**config.mk**
```make
export PLATFORM = sky130hd
export DESIGN_NAME = block_store_arbiter
export DESIGN_NICKNAME = d
export VERILOG_FILES = /design/src/rtl/block_store_arbiter_pkg.sv /design/src/rtl/block_alive_ram.sv /design/src/rtl/block_store_arbiter.sv
export SDC_FILE = /design/constraint.sdc
export NUM_CORES = 1
export LEC_CHECK = 0
export ABC_AREA = 1
export CAP_MARGIN = 20
export CELL_PAD_IN_SITES_DETAIL_PLACEMENT = 2
export CELL_PAD_IN_SITES_GLOBAL_PLACEMENT = 2
export CORE_MARGIN = 4
export CORE_UTILIZATION = 37
export DETAILED_ROUTE_END_ITERATION = 12
export PLACE_DENSITY_LB_ADDON = 0.08
export REMOVE_ABC_BUFFERS = 1
export SLEW_MARGIN = 5
export SYNTH_ARGS = -nofsm -noshare
export SYNTH_HDL_FRONTEND = slang
export SYNTH_SLANG_ARGS = --single-unit
export TNS_END_PERCENT = 50
```
**constraint.sdc**
```tcl
create_clock -name CLK -period 3.8 [get_ports CLK]
set_clock_uncertainty 0.05 [all_clocks]
set_input_delay 0.38 -clock CLK [delete_from_list [all_inputs] [get_ports CLK]]
set_output_delay 0.38 -clock CLK [all_outputs]
set_load 0.005 [all_outputs]
```
**src/rtl/block_store_arbiter_pkg.sv**
```systemverilog
// rtl/block_store_arbiter_pkg.sv - shared block-grid geometry, logic op encodings and arbiter FSM states
package block_store_arbiter_pkg;

    // Block grid geometry shared with the renderer and the game logic
    localparam int BLOCK_COLS      = 16;
    localparam int BLOCK_ROWS      = 8;
    localparam int GRID_NUM_BLOCKS = BLOCK_COLS * BLOCK_ROWS;
    localparam int BLOCK_ADDR_W    = 7;
    localparam int STARVE_MAX_WAIT = 64;

    // Logic-side operation codes; 2'b11 is reserved and behaves as a read
    localparam logic [1:0] OP_READ  = 2'b00;
    localparam logic [1:0] OP_CLEAR = 2'b01;
    localparam logic [1:0] OP_SET   = 2'b10;

    typedef enum logic [1:0] {
        ST_IDLE   = 2'd0,
        ST_SERVE  = 2'd1,
        ST_REFILL = 2'd2
    } arb_state_t;

endpackage

```
**src/rtl/block_alive_ram.sv**
```systemverilog
// rtl/block_alive_ram.sv - single-port synchronous-read, read-before-write 1-bit block store
module block_alive_ram #(
    parameter int DEPTH  = 128,
    parameter int ADDR_W = 7
) (
    input  logic              clk,
    input  logic [ADDR_W-1:0] addr,
    input  logic              we,
    input  logic              wdata,
    output logic              rdata
);

    localparam logic [ADDR_W:0] DEPTH_L = (ADDR_W + 1)'(DEPTH);

    logic mem [0:DEPTH-1];
    logic in_range;

    assign in_range = {1'b0, addr} < DEPTH_L;

    // Old contents are returned on the same edge that writes new data; holes above DEPTH read as dead
    always_ff @(posedge clk) begin
        if (in_range) begin
            rdata <= mem[addr];
            if (we) begin
                mem[addr] <= wdata;
            end
        end else begin
            rdata <= 1'b0;
        end
    end

endmodule

```
**src/rtl/block_store_arbiter.sv**
```systemverilog
// rtl/block_store_arbiter.sv - alive-store port arbiter (renderer / refill / logic), optional BLOCK_ARB_STARVE_GUARD_EN
module block_store_arbiter
    import block_store_arbiter_pkg::*;
#(
    parameter int NUM_BLOCKS = GRID_NUM_BLOCKS,
    parameter int ADDR_W     = BLOCK_ADDR_W,
    parameter int MAX_WAIT   = STARVE_MAX_WAIT
) (
    input  logic              CLK,
    input  logic              RESET,
    input  logic              RENDER_ACTIVE,
    input  logic [ADDR_W-1:0] RENDER_ADDR,
    output logic              RENDER_ALIVE,
    input  logic              LOGIC_REQ,
    input  logic [1:0]        LOGIC_OP,
    input  logic [ADDR_W-1:0] LOGIC_ADDR,
    output logic              LOGIC_ACK,
    output logic              LOGIC_ALIVE,
    input  logic              REFILL_START,
    output logic              REFILL_BUSY,
    output logic              REFILL_DONE,
    output logic [ADDR_W:0]   ALIVE_COUNT
);

`ifdef BLOCK_ARB_STARVE_GUARD_EN
    localparam bit STARVE_GUARD = 1'b1;
`else
    localparam bit STARVE_GUARD = 1'b0;
`endif

    localparam int              WAIT_W     = $clog2(MAX_WAIT + 1);
    localparam logic [WAIT_W-1:0] WAIT_LIMIT = WAIT_W'(MAX_WAIT);
    localparam logic [ADDR_W:0] NB         = (ADDR_W + 1)'(NUM_BLOCKS);
    localparam logic [ADDR_W:0] LAST       = NB - 1'b1;

    arb_state_t        state;
    logic [ADDR_W-1:0] refill_addr;
    logic              refill_pend;
    logic              render_sel_q;
    logic              render_hold;
    logic [WAIT_W-1:0] wait_cnt;

    logic              logic_pending;
    logic              logic_grant;
    logic              render_grant;
    logic              refill_wr;
    logic              refill_last;
    logic              logic_in_range;
    logic              starve;
    logic [ADDR_W-1:0] mem_addr;
    logic              mem_we;
    logic              mem_wdata;
    logic              mem_rdata;

    // Port grant and memory input mux; the ACK cycle is excluded so a held request is not served twice
    always_comb begin
        logic_pending  = LOGIC_REQ && !LOGIC_ACK && (state == ST_IDLE);
        starve         = STARVE_GUARD && (wait_cnt == WAIT_LIMIT);
        logic_grant    = logic_pending && (!RENDER_ACTIVE || starve);
        render_grant   = RENDER_ACTIVE && !logic_grant;
        refill_wr      = (state == ST_REFILL) && !RENDER_ACTIVE;
        refill_last    = ({1'b0, refill_addr} == LAST);
        logic_in_range = {1'b0, LOGIC_ADDR} < NB;
        mem_addr       = RENDER_ADDR;
        mem_we         = 1'b0;
        mem_wdata      = 1'b0;
        if (logic_grant) begin
            mem_addr  = LOGIC_ADDR;
            mem_we    = logic_in_range && ((LOGIC_OP == OP_CLEAR) || (LOGIC_OP == OP_SET));
            mem_wdata = (LOGIC_OP == OP_SET);
        end else if (refill_wr) begin
            mem_addr  = refill_addr;
            mem_we    = 1'b1;
            mem_wdata = 1'b1;
        end
    end

    block_alive_ram #(
        .DEPTH  (NUM_BLOCKS),
        .ADDR_W (ADDR_W)
    ) u_ram (
        .clk   (CLK),
        .addr  (mem_addr),
        .we    (mem_we),
        .wdata (mem_wdata),
        .rdata (mem_rdata)
    );

    // Read data belongs to the renderer only when it owned the port last cycle; otherwise repeat
    assign RENDER_ALIVE = render_sel_q ? mem_rdata : render_hold;

    // Starvation wait counter; saturates at the limit and only matters when the guard is built in
    always_ff @(posedge CLK) begin
        if (RESET || logic_grant) begin
            wait_cnt <= '0;
        end else if (logic_pending && (wait_cnt != WAIT_LIMIT)) begin
            wait_cnt <= wait_cnt + 1'b1;
        end
    end

    // Arbiter FSM with registered handshake, refill sequencing and live-block count
    always_ff @(posedge CLK) begin
        if (RESET) begin
            state        <= ST_REFILL;
            refill_addr  <= '0;
            refill_pend  <= 1'b0;
            render_sel_q <= 1'b0;
            render_hold  <= 1'b0;
            LOGIC_ACK    <= 1'b0;
            LOGIC_ALIVE  <= 1'b0;
            REFILL_BUSY  <= 1'b0;
            REFILL_DONE  <= 1'b0;
            ALIVE_COUNT  <= '0;
        end else begin
            render_sel_q <= render_grant;
            render_hold  <= RENDER_ALIVE;
            LOGIC_ACK    <= 1'b0;
            LOGIC_ALIVE  <= 1'b0;
            REFILL_DONE  <= 1'b0;
            case (state)
                ST_IDLE: begin
                    if (logic_grant) begin
                        state       <= ST_SERVE;
                        refill_pend <= REFILL_START;
                        REFILL_BUSY <= REFILL_START;
                    end else if (REFILL_START) begin
                        state       <= ST_REFILL;
                        refill_addr <= '0;
                        ALIVE_COUNT <= '0;
                        REFILL_BUSY <= 1'b1;
                    end
                end
                ST_SERVE: begin
                    LOGIC_ACK   <= 1'b1;
                    LOGIC_ALIVE <= logic_in_range && mem_rdata;
                    if (logic_in_range && (LOGIC_OP == OP_CLEAR) && mem_rdata) begin
                        ALIVE_COUNT <= ALIVE_COUNT - 1'b1;
                    end else if (logic_in_range && (LOGIC_OP == OP_SET) && !mem_rdata) begin
                        ALIVE_COUNT <= ALIVE_COUNT + 1'b1;
                    end
                    if (refill_pend || REFILL_START) begin
                        state       <= ST_REFILL;
                        refill_addr <= '0;
                        refill_pend <= 1'b0;
                        ALIVE_COUNT <= '0;
                        REFILL_BUSY <= 1'b1;
                    end else begin
                        state <= ST_IDLE;
                    end
                end
                ST_REFILL: begin
                    REFILL_BUSY <= 1'b1;
                    if (REFILL_START) begin
                        refill_addr <= '0;
                    end else if (refill_wr) begin
                        if (refill_last) begin
                            state       <= ST_IDLE;
                            REFILL_DONE <= 1'b1;
                            REFILL_BUSY <= 1'b0;
                            ALIVE_COUNT <= NB;
                        end else begin
                            refill_addr <= refill_addr + 1'b1;
                        end
                    end
                end
                default: begin
                    state <= ST_IDLE;
                end
            endcase
        end
    end

endmodule

```
# == After elaboration in Yosys (flattened, before gate mapping) ==
# Memories as Yosys holds them, arrays and structs flattened. A register that Yosys moved wholly into a read port is not among the register bits.
# Index checks and enable logic that the tools add are counted.
# Widths: inputs -> output; s select.
# totals
word_cells,99
rom_bits,0
memories,1
latch_bits,0
reg_bits,24
ramBits,128
# classes
n_eq_ne,16
shifts,0
magnitude_cmp,0
add_sub_neg,3
multipliers,0
n_div,0
n_bitwise,3
n_reduce_logical,23
mux,43
# memory_table
memory,words,width,read_ports,rd_ports_with_merged_regs,write_ports,line,text
u_ram.mem,128,1,1,1,1,block_alive_ram.sv:15,logic mem [0:DEPTH-1];
# ops
operator,n
$mux 8,8
$mux 7,8
$pmux 8 s3,1
$pmux 7 s3,1
$mux 1,16
$ne 2x2->1 const B,7
$mux 2,6
$ne 3x3->1 const B,3
$add 8x1->8 const B,1
$sub 8x1->8 const B,1
$add 7x1->7 const B,1
$eq 7x7->1 const B,1
$logic_and 1x1->1,7
$reduce_and 7->1,1
$pmux 2 s3,1
$reduce_and 3->1,2
$reduce_and 6->1,1
$eq 2x1->1 const B,2
$eq 2x2->1 const B,2
$logic_not 1->1,4
$ne 4x4->1 const B,1
$reduce_and 4->1,1
$reduce_or 4->1,1
$not 1->1,3
other kinds (7),8

# == Depth between registers and ports, before layout ==
# Gate-level depths: netlist of the first run.
# depth
ltp_word,7
depth_mapped,18
mapped_depth_nobuf,18

# == Hierarchy ==
# A second synthesis of the first run with hierarchy kept.
# hier_totals
cells_unflattened,1001
area_unflattened_um2,7978.9
# modules_own_cells
module,n_inst,cells_each,area_each_um2
block_alive_ram,1,735,6294.8
block_store_arbiter,1,266,1684.1

# == Worst setup path after synthesis of the first run ==
# Ideal clock, no wire load.
# synth_path
kind,register to register
start,reg state[0]
end,"mem u_ram.mem[0], data pin"
path_buffers,1
t_required_ps,3238
t_arrival_ps,2558
stages_incl_launch_ff,9
slack_ps,680
path_cell_list,dfxtp_1 inv_1 ha_1 nand2_1 inv_2 nand2_4 buf_6 nand2_1 nand2_1
# synth_between
elab_chain_cells,4
word_cells_on_any_way,7
# synth_lines
item,line,text
start: declaration,block_store_arbiter.sv:36,arb_state_t state;
start signal: assignment,block_store_arbiter.sv:104,state <= ST_REFILL;
start signal: assignment,block_store_arbiter.sv:123,state <= ST_SERVE;
start signal: assignment,block_store_arbiter.sv:127,state <= ST_REFILL;
$eq 2x2->1 / $logic_not 2->1 (equally long branches),"block_store_arbiter.sv:61, block_store_arbiter.sv:57",
$logic_and 1x1->1 (on tied branches),"block_store_arbiter.sv:61, block_store_arbiter.sv:57",
$mux 1 / $logic_and 1x1->1 (equally long branches),"block_store_arbiter.sv:71, block_store_arbiter.sv:59",
$mux 1 (*),block_store_arbiter.sv:67,if (logic_grant) begin
via mem_wdata,block_store_arbiter.sv:52,logic mem_wdata;
end: declaration,block_alive_ram.sv:15,
# Mark *: on every way through the listed nets, which the timed path passes. The rest lies on a longest branch.

# == Worst setup path in the final report of the first run ==
# layout_path
start,reg state[0]
end,"reg u_ram.rdata, read port of u_ram.mem"
# layout_between
elab_chain_cells,4
word_cells_on_any_way,7
# layout_lines
item,line,text
$eq 2x2->1 / $logic_not 2->1 (equally long branches),"block_store_arbiter.sv:61, block_store_arbiter.sv:57",
$logic_and 1x1->1 (on tied branches),"block_store_arbiter.sv:61, block_store_arbiter.sv:57",
$mux 7 / $logic_and 1x1->1 (equally long branches),"block_store_arbiter.sv:71, block_store_arbiter.sv:59",
$mux 7 (*),block_store_arbiter.sv:67,
end: declaration,block_alive_ram.sv:10,output logic rdata
# Mark *: on every way between the ends. The rest lies on a longest branch, timed or not.
# A chain may end at the register's enable or synchronous reset.

==> results of run 1 <==
stage by stage:
| stage | utilization | total power, W | setup slack, ns |
|---|---|---|---|
| 5_1_grt | 0.440 | 0.00407 | 0.560 |
| 6_report | 0.440 | 0.00391 | 0.765 |
| 3_5_place_dp | 0.413 | 0.00226 | 0.581 |
| 3_3_place_gp | 0.413 | 0.00225 | 0.668 |
| 4_1_cts | 0.440 | 0.00395 | 0.745 |
| 2_1_floorplan | - | 0.00209 | 0.723 |
cell families after synthesis:
group | synth area share
flip-flops | 0.540
AO/OA/AOI/OAI | 0.0337
adder cells (fa/ha/maj) | 0.0171
AND/OR/NAND/NOR | 0.323
XOR/XNOR | 0.00544
buffers and inverters | 0.0807
power groups by stage:
stage | logic [W] | registers [W] | clock network (W)
finish | 0.000398 | 0.00183 | 0.00168
global route | 0.000446 | 0.00183 | 0.00179
CTS | 0.000404 | 0.00183 | 0.00172
detailed placement | 0.000397 | 0.00187 | 0
global placement | 0.000385 | 0.00187 | 0
floorplan | 0.000227 | 0.00187 | 0
synthesized netlist by cell type:
| master | number | area, sq um |
|---|---|---|
| o211ai_1 | 3 | 22.5 |
| o21bai_1 | 1 | 7.51 |
| nor3b_1 | 1 | 7.51 |
| buf_4 | 6 | 45.0 |
| xor2_1 | 4 | 35.0 |
| clkbuf_1 | 1 | 3.75 |
| nand2_4 | 6 | 67.6 |
| o21ai_0 | 5 | 25.0 |
| nor2_1 | 173 | 649 |
| o21ai_1 | 9 | 45.0 |
| or2_2 | 3 | 18.8 |
| a2111oi_0 | 1 | 8.76 |
| nand3_4 | 1 | 17.5 |
| a21oi_1 | 17 | 85.1 |
| o31ai_1 | 2 | 15.0 |
| nand3_1 | 65 | 325 |
| a211oi_1 | 3 | 22.5 |
| xnor2_1 | 1 | 8.76 |
| edfxtp_1 | 128 | 3840 |
| a211oi_2 | 1 | 12.5 |
| nand4_1 | 3 | 18.8 |
| nand3_2 | 2 | 20.0 |
| inv_1 | 124 | 465 |
| buf_2 | 18 | 90.1 |
| nor2_2 | 9 | 56.3 |
| nand2_2 | 4 | 25.0 |
| o21ai_2 | 1 | 8.76 |
| nand2_1 | 344 | 1290 |
| buf_6 | 1 | 11.3 |
| inv_2 | 9 | 33.8 |
| nor4_1 | 1 | 6.26 |
| nor2_4 | 4 | 45.0 |
| nor2_8 | 1 | 20.0 |
| ha_1 | 11 | 138 |
| a31oi_1 | 3 | 18.8 |
| dfxtp_1 | 25 | 500 |
| nand3b_1 | 1 | 7.51 |
| nor3_1 | 5 | 25.0 |
routing by layer:
metal,vias up,routed length [um],track usage
met5,-,0,0
met4,0,191,0.0421
met1,3364,12000,0.294
met2,58,12800,0.384
met3,15,603,0.0323
li1,3244,-,-
how the worst min path moves through the flow:
| stage | from | to | slack, ns | cells past startpoint |
|---|---|---|---|---|
| after floorplan | render_hold | render_hold | 0.39 | 2 |
| after global placement | render_hold | render_hold | 0.41 | 2 |
| after detailed placement | REFILL_BUSY | REFILL_BUSY | 0.41 | 2 |
| after CTS | REFILL_BUSY | REFILL_BUSY | 0.43 | 2 |
| after global routing | REFILL_BUSY | REFILL_BUSY | 0.47 | 2 |
| final | REFILL_BUSY | REFILL_BUSY | 0.43 | 2 |
final cells by class:
class / instances / share of cell area
multi-input combinational: 685 / 0.328
timing repair buffer: 54 / 0.0550
inverter: 133 / 0.0535
clock buffer: 17 / 0.0456
sequential: 153 / 0.466
clock inverter: 15 / 0.0154
tap: 275 / 0.0369
registers in the layout, indices dropped and copies added, names as in the netlist:
signal,count
u_ram.mem,128
LOGIC_ALIVE,1
state,2
render_sel_q,1
render_hold,1
LOGIC_ACK,1
refill_pend,1
refill_addr,7
REFILL_DONE,1
REFILL_BUSY,1
ALIVE_COUNT,8
u_ram.rdata,1
worst max-delay path, stage by stage, from the launching register on:
cell and delay (ns):
dfxtp_1 0.35, inv_1 0.10, ha_1 0.42, nand3_1 0.21, nand3_4 0.19, nand2_4 0.30, buf_4 0.32, nand2_1 0.10
nand2_1 0.08, nand2_1 0.08, nand2_1 0.07, nand2_1 0.06, nand2_1 0.06, nand2_1 0.06, nand2_1 0.06, o21ai_1 0.26
nand4_1 0.12
==> reports/results.tsv, run 1 <==
stage	metric	value	unit
timing	hold-worst-slack	0.427	ns
worst_setup_path	worst_setup_path_end_kind	register	
clocking	postCtsHoldBufs	0	
power_and_ir_drop	ir_drop	0.000278	V
synth	synth_area	0.00805	sq mm
worst_setup_path	startpoint	state[0]	
detailed_routing	drt_wl_total	25600	um
worst_setup_path	cp-start-kind	register	
clocking	htree_levels	4	
layout	final_cell_count_no_fill	1332	
worst_setup_path	r2r-end	u_ram.rdata	
synth	synth_cell_types	38	
synth	avgSynthCellArea	8.07	sq um
placed_design	place_area	0.00876	sq mm
grt	grt_pass1_wl	40700	um
die	num_rows	53	
placed_design	finalWeightedCongestion	0.798	
timing	slew_violations	0	
power_and_ir_drop	p_sw	0.00106	W
timing	rsz0062_at_grt	no	
timing	fin_crit	3.04	ns
worst_setup_path	reg2reg_setup_slack	0.76	ns
synth	yosysWarningCount	0	
synth	syn_inst	997	
synth	synth-seq-area-share	0.540	
detailed_routing	viasPerCell	5.02	
layout	area_delta_synth_final	16.0	%
worst_setup_path	cp-endpoint	u_ram.rdata	
grt	antenna_found_initial	0	
timing	tns	0	ns
timing	finalHoldViolations	0	
layout	finish.instance_area	0.00933	sq mm
layout	final_cell_mix	nand2_1, nor2_1, edfxtp_1, inv_1, nand3_1	
die	core-area	0.0212	sq mm
power_and_ir_drop	power.density	419	mW/mm^2
die	boundaryPins	34	
clocking	post-cts-setup-buffer-count	0	
status	status	finished clean	
clocking	clk_pin_slew	0.06	ns
layout	fillers	2475	
grt	track_usage	0.221	
worst_setup_path	worstPathMaxFanout	40	
placed_design	dp_cells	1300	
grt	grt_pass1_vias	7261	
layout	final_common_cell	nand2_1	
clocking	clk_root_buffer_cell	clkbuf_16	
detailed_routing	first_pass_iters	4	
detailed_routing	num_vias	6681	
detailed_routing	drc_errors	0	
min_path	hp-class	register to register	
clocking	cts_inserted_buffers	17	
power_and_ir_drop	p_int	0.00285	W
power_and_ir_drop	seqPwrFrac	0.468	
layout	drive_above_1_share	0.0899	
clocking	cts_num_sinks	153	
worst_setup_path	critPathArrivalTime	3.29	ns
clocking	cts_tree	built	
timing	worstMarginPinSlew	0.805	ns
grt	overflow	0	
die	die_x	155	um
power_and_ir_drop	p_clk_frac	0.430	
timing	layout_worst_path_cycle_share	0.799	
worst_setup_path	r2r-start	state[0]	
die	die_y	155	um
layout	seq_area	0.00434	sq mm
placed_design	numPortBuffers	33	
timing	fmax	329	MHz
job	max_cap_viol_count	0	
layout	multi_input_area	0.00306	sq mm
power_and_ir_drop	combPwrFrac	0.102	
detailed_routing	routedWlPerCell	19.2	um
timing	setup_viol	0	
worst_setup_path	reg2reg_depth	16	
power_and_ir_drop	power_leakage	3.95	nW
clocking	clkLatencyLatePin	0.44	ns
timing	slew_headroom	0.462	
die	initial_core_util	0.379	
worst_setup_path	critPathRequiredTime	4.05	ns
grt	grt_max_degree	57	
detailed_routing	drtIter0Drc	371	
placed_design	hpwl	17700	um
worst_setup_path	crit_type	register to register	
synth	ys_ff_latch	153	
clocking	cts_resized	0	
clocking	cts_buffer_depth	2	
layout	antenna_cells	0	
detailed_routing	ant_nets	0	
power_and_ir_drop	swShare	0.272	
layout	nets	1076	
die	die_area	0.0242	sq mm
No activity file was read; power rests on OpenSTA's default activity.
==> run 2, diff against run 1 <==
==> constraint.sdc (replaced) <==
create_clock -name CLK -period 2.8 [get_ports CLK]
set_clock_uncertainty 0.05 [all_clocks]
set_input_delay 0.28 -clock CLK [delete_from_list [all_inputs] [get_ports CLK]]
set_output_delay 0.28 -clock CLK [all_outputs]
set_load 0.005 [all_outputs]
==> reports/results.tsv, run 2 (synthesis gave the netlist of run 1 again) <==
stage	metric	value	unit	change
layout	largest_reg_flops	128		unchanged
placed_design	numPortBuffers	33		unchanged
placed_design	hpwl	19100	um	was 17700 um
detailed_routing	drtIter0Drc	321		was 371
clocking	cts_num_sinks	153		unchanged
detailed_routing	viasPerCell	5.10		was 5.02
clocking	cts_tree	built		unchanged
grt	grt_pass1_wl	44200	um	was 40700 um
worst_setup_path	cp-start-kind	register		unchanged
layout	nets	1112		was 1076
power_and_ir_drop	ir_drop	0.000434	V	was 0.000278 V
clocking	htree_levels	4		unchanged
timing	setup_ws	0.131	ns	was 0.765 ns
worst_setup_path	cpMostUsedCell	inv_1		was nand2_1
min_path	holdCritStartpoint	render_hold		was REFILL_BUSY
layout	drive_above_1_share	0.136		was 0.0899
detailed_routing	ant_nets	0		unchanged
layout	final_cell_mix	nand2_1, nor2_1, edfxtp_1, inv_1, nand3_1		unchanged
timing	fin_crit	2.67	ns	was 3.04 ns
layout	fillers	2409		was 2475
die	die_area	0.0242	sq mm	unchanged
timing	finalHoldViolations	0		unchanged
die	boundaryPins	34		unchanged
worst_setup_path	r2r-start	state[0]		unchanged
die	num_rows	53		unchanged
die	core-area	0.0212	sq mm	unchanged
worst_setup_path	crit_path_top_delay_cell	dfxtp_1		was ha_1
clocking	clk_root_buffer_cell	clkbuf_16		unchanged
worst_setup_path	reg2reg_depth	12		was 16
timing	layout_worst_path_cycle_share	0.953		was 0.799
detailed_routing	routedWlPerCell	20.6	um	was 19.2 um
layout	top_register	u_ram.mem		unchanged
grt	overflow	0		unchanged
worst_setup_path	crit_buf_inv	4		was 2
grt	antenna_found_initial	0		unchanged
worst_setup_path	crit_type	register to register		unchanged
timing	slew_headroom	0.660		was 0.462
layout	final_common_cell	nand2_1		unchanged
power_and_ir_drop	power.density	557	mW/mm^2	was 419 mW/mm^2
layout	antenna_cells	0		unchanged
detailed_routing	drc_errors	0		unchanged
timing	rsz0062_at_grt	yes		was no
worst_setup_path	path_cells	inv_1 -> ha_1 -> nand2_1 -> inv_2 -> nand2_4 -> buf_4 -> o211ai_1 -> o21ai_1 -> inv_1 -> nor2_2 -> nand2_2 -> nor2_1		was inv_1 -> ha_1 -> nand3_1 -> nand3_4 -> nand2_4 -> buf_4 -> nand2_1 -> nand2_1 -> nand2_1 -> nand2_1 -> nand2_1 -> nand2_1 -> nand2_1 -> nand2_1 -> o21ai_1 -> nand4_1
power_and_ir_drop	power_leakage	4.15	nW	was 3.95 nW
timing	worstMarginPinSlew	0.509	ns	was 0.805 ns
worst_setup_path	critPathRequiredTime	2.89	ns	was 4.05 ns
layout	area_delta_synth_final	21.0	%	was 16.0%
worst_setup_path	worst_setup_path_end_kind	register		unchanged
die	die_y	155	um	unchanged
timing	setup_viol	0		unchanged
timing	fmax	375	MHz	was 329 MHz
worst_setup_path	critPathTopFamily	simple AND/OR/NAND/NOR gates		unchanged
detailed_routing	num_vias	6971		was 6681
worst_setup_path	critPathArrivalTime	2.76	ns	was 3.29 ns
detailed_routing	first_pass_iters	4		unchanged
die	die_x	155	um	unchanged
timing	hold-worst-slack	0.422	ns	was 0.427 ns
status	status	finished clean		unchanged
layout	top_regs	u_ram.mem: 128 flops, ALIVE_COUNT: 8 flops, refill_addr: 7 flops		unchanged
worst_setup_path	critPathMaxStageDelay	0.39	ns	was 0.42 ns
die	initial_core_util	0.379		unchanged
placed_design	dp_slack	-0.128	ns	was 0.581 ns
min_path	whs_path_depth	2		unchanged
worst_setup_path	startpoint	state[0]		unchanged
grt	grt_pass1_vias	7781		was 7261
worst_setup_path	r2r-end	u_ram.mem[114]		was u_ram.rdata
worst_setup_path	reg2reg_setup_slack	0.13	ns	was 0.76 ns
clocking	clkLatencyLatePin	0.44	ns	about the same
detailed_routing	drt_wl_total	28200	um	was 25600 um
grt	track_usage	0.240		was 0.221
clocking	clk_pin_slew	0.07	ns	was 0.06 ns
job	max_cap_viol_count	0		unchanged
worst_setup_path	worstPathMaxFanout	12		was 40
placed_design	finalWeightedCongestion	0.783		was 0.798
grt	grt_max_degree	57		unchanged
min_path	hp-class	register to register		unchanged
min_path	holdPathEnd	render_hold		was REFILL_BUSY
timing	slew_violations	0		unchanged
clocking	cts_buffer_depth	2		unchanged
clocking	cts_inserted_buffers	17		unchanged
layout	fin_util	0.459		was 0.440
run 2: metal layers:
metal | track usage | vias to the layer above | wire length (um)
met2 | 0.434 | 114 | 14600
li1 | - | 3316 | -
met3 | 0.0334 | 44 | 865
met1 | 0.297 | 3497 | 12100
met4 | 0.0692 | 0 | 596
met5 | 0 | - | 0
run 2: area by class of cell:
type | instances | area (sq um) | area share
flip-flops and latches | 153 | 4340 | 0.446
clock buffers | 17 | 425 | 0.0437
multi-input cells | 685 | 3110 | 0.320
inverters | 133 | 499 | 0.0513
clock inverters | 15 | 151 | 0.0155
repair buffers | 90 | 862 | 0.0885
well taps | 275 | 344 | 0.0353
run 2: worst reg2reg max path, cell delays in order, from the launching register on:
cell,delay (ns)
dfxtp_1,0.39
inv_1,0.09
ha_1,0.23
nand2_1,0.08
inv_2,0.06
nand2_4,0.14
buf_4,0.17
o211ai_1,0.09
o21ai_1,0.18
inv_1,0.13
nor2_2,0.32
nand2_2,0.24
nor2_1,0.21
run 2: worst max-delay path by stage:
stage                           endpoint  cells after the start  slack (ns)
final                     u_ram.mem[114]                     12        0.13
after floorplan             u_ram.mem[0]                      8       -0.28
after CTS                 u_ram.mem[125]                     12        0.05
after detailed placement  u_ram.mem[114]                     11       -0.13
after global routing       u_ram.mem[75]                     12       -0.10
after global placement     u_ram.mem[75]                     10      -0.003
run 2: report_power, final:
part / internal, W / leakage [nW] / switching (W) / total, W
clock: 0.00119 / 0.280 / 0.00112 / 0.00232
combinational: 0.000205 / 2.52 / 0.000423 / 0.000628
sequential: 0.00247 / 1.35 / 0.00000967 / 0.00248
run 2: timing repair:
item,CTS,global route
setup buffers,0,3
hold buffers,0,0
resized for setup,2,19
endpoints found under the setup margin,3,105
run 2: through the flow:
stage | setup TNS, ns | total power [W] | instances | instance area (sq um)
4_1_cts | 0 | 0.00548 | 1365 | 9670
6_report | 0 | 0.00543 | 1368 | 9740
5_1_grt | -2.27 | 0.00566 | 1368 | 9740
3_3_place_gp | -0.00466 | 0.00312 | 1333 | 9080
2_1_floorplan | -35.41 | 0.00284 | 971 | 7900
3_5_place_dp | -3.18 | 0.00314 | 1333 | 9080
